### src/rtl/dma_fsm.sv
// Cache-line DMA sequencer: moves lines from the host FIFO to memory word by word and
// assembles memory words into lines for the host. `DMA_BYTE_ADDR_EN selects byte addressing.
module dma_fsm #(
  parameter int unsigned CL_SIZE_WIDTH = 512,
  parameter int unsigned WORD_SIZE     = 32
) (
  input  logic                     clk,
  input  logic                     rst_n,
  input  logic                     empty,
  input  logic                     full,
  input  logic                     wr_ready,
  input  logic [CL_SIZE_WIDTH-1:0] dma_rd_data,
  input  logic [WORD_SIZE-1:0]     data_to_host,
  output logic                     host_rd_ready,
  output logic                     host_wr_ready,
  output logic [CL_SIZE_WIDTH-1:0] line_buffer,
  output logic [WORD_SIZE-1:0]     data_to_mem,
  output logic                     DMAEn,
  output logic                     DMAWrEn,
  output logic [31:0]              DMAAddr,
  output logic                     cpu_init
);

  localparam int unsigned NUM_WORDS = CL_SIZE_WIDTH / WORD_SIZE;
  localparam int unsigned K_W       = (NUM_WORDS > 1) ? $clog2(NUM_WORDS) : 1;
  localparam logic [K_W-1:0] K_LAST = K_W'(NUM_WORDS - 1);
`ifdef DMA_BYTE_ADDR_EN
  localparam logic [31:0] ADDR_STEP = 32'(WORD_SIZE / 8);
`else
  localparam logic [31:0] ADDR_STEP = 32'd1;
`endif

  typedef enum logic [2:0] {
    S_IDLE  = 3'd0,
    S_POP   = 3'd1,
    S_LOAD  = 3'd2,
    S_WRITE = 3'd3,
    S_READ  = 3'd4,
    S_PUSH  = 3'd5
  } state_t;

  state_t                   state, state_nxt;
  logic [K_W-1:0]           k, k_nxt;
  logic [31:0]              wr_addr, wr_addr_nxt;
  logic [31:0]              rd_addr, rd_addr_nxt;
  logic [CL_SIZE_WIDTH-1:0] line_q, line_nxt;
  logic [CL_SIZE_WIDTH-1:0] line_buffer_nxt;
  logic [WORD_SIZE-1:0]     data_to_mem_nxt;
  logic [31:0]              dma_addr_nxt;
  logic                     dma_en_nxt, dma_wr_en_nxt;
  logic                     host_rd_ready_nxt, host_wr_ready_nxt;
  logic                     cpu_init_nxt;

  // State and all registered outputs
  always_ff @(posedge clk or negedge rst_n) begin
    if (!rst_n) begin
      state         <= S_IDLE;
      k             <= '0;
      wr_addr       <= '0;
      rd_addr       <= '0;
      line_q        <= '0;
      line_buffer   <= '0;
      data_to_mem   <= '0;
      DMAAddr       <= '0;
      DMAEn         <= 1'b0;
      DMAWrEn       <= 1'b0;
      host_rd_ready <= 1'b0;
      host_wr_ready <= 1'b0;
      cpu_init      <= 1'b0;
    end else begin
      state         <= state_nxt;
      k             <= k_nxt;
      wr_addr       <= wr_addr_nxt;
      rd_addr       <= rd_addr_nxt;
      line_q        <= line_nxt;
      line_buffer   <= line_buffer_nxt;
      data_to_mem   <= data_to_mem_nxt;
      DMAAddr       <= dma_addr_nxt;
      DMAEn         <= dma_en_nxt;
      DMAWrEn       <= dma_wr_en_nxt;
      host_rd_ready <= host_rd_ready_nxt;
      host_wr_ready <= host_wr_ready_nxt;
      cpu_init      <= cpu_init_nxt;
    end
  end

  // Next state; outputs are decoded from the next state so they line up with it
  always_comb begin
    state_nxt       = state;
    k_nxt           = k;
    wr_addr_nxt     = wr_addr;
    rd_addr_nxt     = rd_addr;
    line_nxt        = line_q;
    line_buffer_nxt = line_buffer;
    data_to_mem_nxt = data_to_mem;
    cpu_init_nxt    = cpu_init;

    unique case (state)
      S_IDLE: begin
        k_nxt = '0;
        if (!empty) begin
          state_nxt = S_POP;
        end else if (wr_ready && !full) begin
          state_nxt = S_READ;
        end
      end
      S_POP: begin
        state_nxt = S_LOAD;
      end
      S_LOAD: begin
        line_nxt        = dma_rd_data;
        k_nxt           = '0;
        data_to_mem_nxt = dma_rd_data[WORD_SIZE-1:0];
        state_nxt       = S_WRITE;
      end
      S_WRITE: begin
        wr_addr_nxt = wr_addr + ADDR_STEP;
        k_nxt       = k + K_W'(1);
        if (k == K_LAST) begin
          cpu_init_nxt = 1'b1;
          state_nxt    = S_IDLE;
        end else begin
          // Pre-fetch the next word so it appears together with the next address
          data_to_mem_nxt = line_q[WORD_SIZE*k_nxt +: WORD_SIZE];
        end
      end
      S_READ: begin
        line_buffer_nxt[WORD_SIZE*k +: WORD_SIZE] = data_to_host;
        rd_addr_nxt = rd_addr + ADDR_STEP;
        k_nxt       = k + K_W'(1);
        if (k == K_LAST) begin
          state_nxt = S_PUSH;
        end
      end
      S_PUSH: begin
        state_nxt = S_IDLE;
      end
      default: begin
        state_nxt = S_IDLE;
      end
    endcase

    dma_en_nxt        = (state_nxt == S_WRITE) || (state_nxt == S_READ);
    dma_wr_en_nxt     = (state_nxt == S_WRITE);
    host_rd_ready_nxt = (state_nxt == S_POP);
    host_wr_ready_nxt = (state_nxt == S_PUSH);

    if (state_nxt == S_WRITE) begin
      dma_addr_nxt = wr_addr_nxt;
    end else if (state_nxt == S_READ) begin
      dma_addr_nxt = rd_addr_nxt;
    end else begin
      dma_addr_nxt = DMAAddr;
    end
  end

endmodule

### config.mk
export PLATFORM = sky130hd
export DESIGN_NAME = dma_fsm
export DESIGN_NICKNAME = d
export VERILOG_FILES = /design/src/rtl/dma_fsm.sv
export SDC_FILE = /design/constraint.sdc
export NUM_CORES = 2
export LEC_CHECK = 0
export ABC_AREA = 1
export BUFFER_PORTS_ARGS = -buffer_cell sky130_fd_sc_hd__buf_2
export CAP_MARGIN = 20
export CORE_AREA = 2 2 437 439
export DETAILED_ROUTE_END_ITERATION = 10
export DIE_AREA = 0 0 439 441
export GPL_TIMING_DRIVEN = 0
export SETUP_SLACK_MARGIN = 0.02
export SLEW_MARGIN = 5
export SYNTH_ARGS = -nofsm -noshare
export SYNTH_HDL_FRONTEND = slang
export SYNTH_SLANG_ARGS = --single-unit
### constraint.sdc
create_clock -name clk -period 4.5 [get_ports clk]
set_input_delay 0.45 -clock clk [delete_from_list [all_inputs] [get_ports clk]]
set_output_delay 0.45 -clock clk [all_outputs]
set_load 0.02 [all_outputs]
==> run_results.csv <==
group,metric,value,unit
outcome,outcome,"complete, no violations",
yosys,ys_seq_area_share,57.6,%
yosys,yosysWarningCount,0,
route,vias,48800,
yosys,syn_area,50500,sq um
job,cap_violations,0,
yosys,async_reset_ff_share,100,%
floorplan,rows,160,
floorplan,coreArea,189000,sq um
yosys,synth_cells,5355,
sta,finalCritPeriodShare,94.0,%
critical_path,critPathArrivalTime,4.88,ns
route,avgViaCountPerCell,4.96,
layout,mostFrequentLayoutCell,"buf_2",
sta,min_period,4.23,ns
sta,slew-limit-headroom,22.9,%
clock_tree,clk_pin_slew,0.06,ns
route,route.detailed.drc,0,
clock_tree,htreeDepth,4,
layout,seq_area,29100,sq um
yosys,synth_cell_type_count,37,
place,placed_area,59900,sq um
pwr,ir_drop,0.340,mV
critical_path,path_cells,"buf_2 -> inv_2 -> buf_6 -> buf_6 -> buf_8 -> ha_1 -> or2_1 -> nand2_2 -> nand2_2 -> nor2_4 -> nand3_2 -> clkbuf_1 -> nand2_1 -> o21ai_1",
floorplan,dieArea,194000,sq um
route,drt-total-wl,263000,microns
yosys,ys_ff_latch,1164,
critical_path,crit_required,5.15,ns
clock_tree,cts_sinks,1164,
place,place_congestion,0.939,
critical_path,endpoint_kind,"flop",
yosys,syn_nets,5909,
floorplan,top_level_ports,1130,
sta,maxSlewViolCount,0,
critical_path,crit_buf_inv,6,
critical_path,critPathLaunchType,"flop",
route,drt_iter0_drc,4186,
sta,timing.hold.ws,0.0995,ns
layout,syn_to_final_growth,38.5,%
pwr,power_per_cell_area,636,nW/um^2
sta,hold_viol_final,0,
place,dpl.cell_count,9028,
critical_path,max_stage_delay,0.44,ns
place,io_buffers,1129,
critical_path,critPathSlowestCell,"nand2_2",
sta,rsz0062_at_grt,"no",
layout,layout.cells.most_common_list,"buf_2 (1248), dfrtp_1 (1164), nor2_1 (887)",
pwr,leakagePower,31.5,nW
global_routing,gr-usage-all-layers,26.3,%
layout,finish.instance_area,70000,sq um
yosys,syn_area_per_cell,9.44,sq um
layout,multi_input_area,18900,sq um
layout,nNetsFinal,7743,
sta,fmaxAchievable,236,MHz
critical_path,path_delay_family,"simple AND/OR/NAND/NOR gates",
clock_tree,clockBufferDepth,3,
route,firstDrtPassIters,6,
global_routing,grt_max_degree,160,
global_routing,grt_overflow,0,
place,pre_cts_ws,-1.48,ns
layout,final-instance-count-excl-fill,9823,
layout,fillCellCount,18900,
hold_path,hold_class,"input pin to flop",
yosys,synth_edf_count,0,
global_routing,grt_antenna_before_repair,26,
pwr,power,44.5,mW
yosys,ys.flop_type,"dfrtp_1",
route,post_drt_wl_per_cell,26.8,microns
layout,drive_above_1_share,27.0,%
place,hpwl,205000,microns
floorplan,floorplan.die.height,441,microns
floorplan,die_width,439,microns
clock_tree,root_buffer,"clkbuf_16",
route,ant_nets,0,
sta,tightestPinTransition,1.16,ns
layout,utilization,37.0,%
sta,layout_setup_ws,0.271,ns
sta,fin_setup_tns,0,ns
floorplan,start_util,26.7,%
critical_path,crit_type,"flop to flop",
clock_tree,cts_tree,"done",
clock_tree,clk_latency,0.81,ns
clock_tree,cts_buffers,135,
sta,finClkSkew,0.0332,ns
sta,setup_viol,0,
global_routing,grt_pass1_vias,49200,
critical_path,cp_max_fo,14,
global_routing,grt_pass1_wl,362000,microns
cells by family after synthesis:
kind of cell | Yosys count | share of synthesized area, %
adders and majority gates | 5 | 0.124
AOI/OAI and AO/OA | 1041 | 11.2
buffers and inverters | 657 | 5.24
xor gates and xnor gates | 37 | 0.641
DFF | 1164 | 57.6
muxes | 380 | 8.47
and+or+nand+nor | 2071 | 16.7
timing repair:
action,in CTS,in global routing
setup endpoints to repair,545,0
gates resized for setup,46,0
setup buffers,3,0
hold buffers,533,0
hold endpoints to repair,686,0
metal layers:
layer / share of wire (%) / up-vias / global-route usage (%) / routed length [microns]
met5: 0.0087 / - / 0 / 23
met4: 7.5 / 4 / 17.4 / 19600
met3: 6.5 / 697 / 4.98 / 17100
met2: 51 / 2416 / 46.9 / 133000
met1: 35 / 24100 / 28.4 / 92800
li1: - / 21500 / - / -
state kept, by name, summed over array words and instances, names as in the netlist:
register	count
host_wr_ready	1
wr_addr	32
cpu_init	1
line_buffer	512
DMAEn	1
line_q	512
k	4
DMAAddr	32
rd_addr	32
state	3
host_rd_ready	1
DMAWrEn	1
data_to_mem	32
Yosys cell counts (13+ instances only):
master       n  area [sq um]
mux2_2     380          4280
o211ai_1   131           983
inv_1      291          1090
nor3_1      89           445
inv_2       13          48.8
nor2_1     892          3350
dfrtp_1   1164         29100
xnor2_1     15           131
buf_2      121           606
o21ai_0    358          1790
nand3_1    276          1380
a21oi_1    408          2040
a31oi_1     27           169
clkbuf_1   187           702
buf_1       35           131
nand4_1     20           125
xor2_1      22           193
o31ai_1     36           270
nand2_1    757          2840
o21ai_1     73           365
worst min-delay path, delay by kind of cell:
kind                   cells  cell delay [ns]
AO/OA/AOI/OAI              1             0.05
buffers and inverters      1             0.21
AND/OR/NAND/NOR            1             0.12
worst paths after layout:
check / from / end / cells after the start / slack (ns)
setup / recovery: k[0] / line_buffer[265] / 14 / 0.27
setup reg to reg: k[0] / line_buffer[265] / 14 / 0.27
hold reg to reg: line_buffer[75] / line_buffer[75] / 2 / 0.48
min in group asynchronous: rst_n / line_buffer[115] / 2 / 0.22
max in group asynchronous: rst_n / line_q[210] / 6 / 1.44
hold / removal: data_to_host[17] / line_buffer[17] / 3 / 0.1
power by group:
part	total, mW	switching, mW	internal (mW)
clock network	11.4	4.73	6.69
logic	18.2	12.2	5.99
registers	14.9	1.54	13.3
final cells by class:
cell class                 count  area share, %
buffer                       350           2.21
timing repair buffer        1698           16.5
sequential                  1164           41.6
multi-input combinational   3534           27.0
antenna                       24         0.0858
tap                         2511           4.49
clock buffer                 188           5.62
inverter                     306           1.64
clock inverter                48          0.858
(Power assumes the default switching activity.)
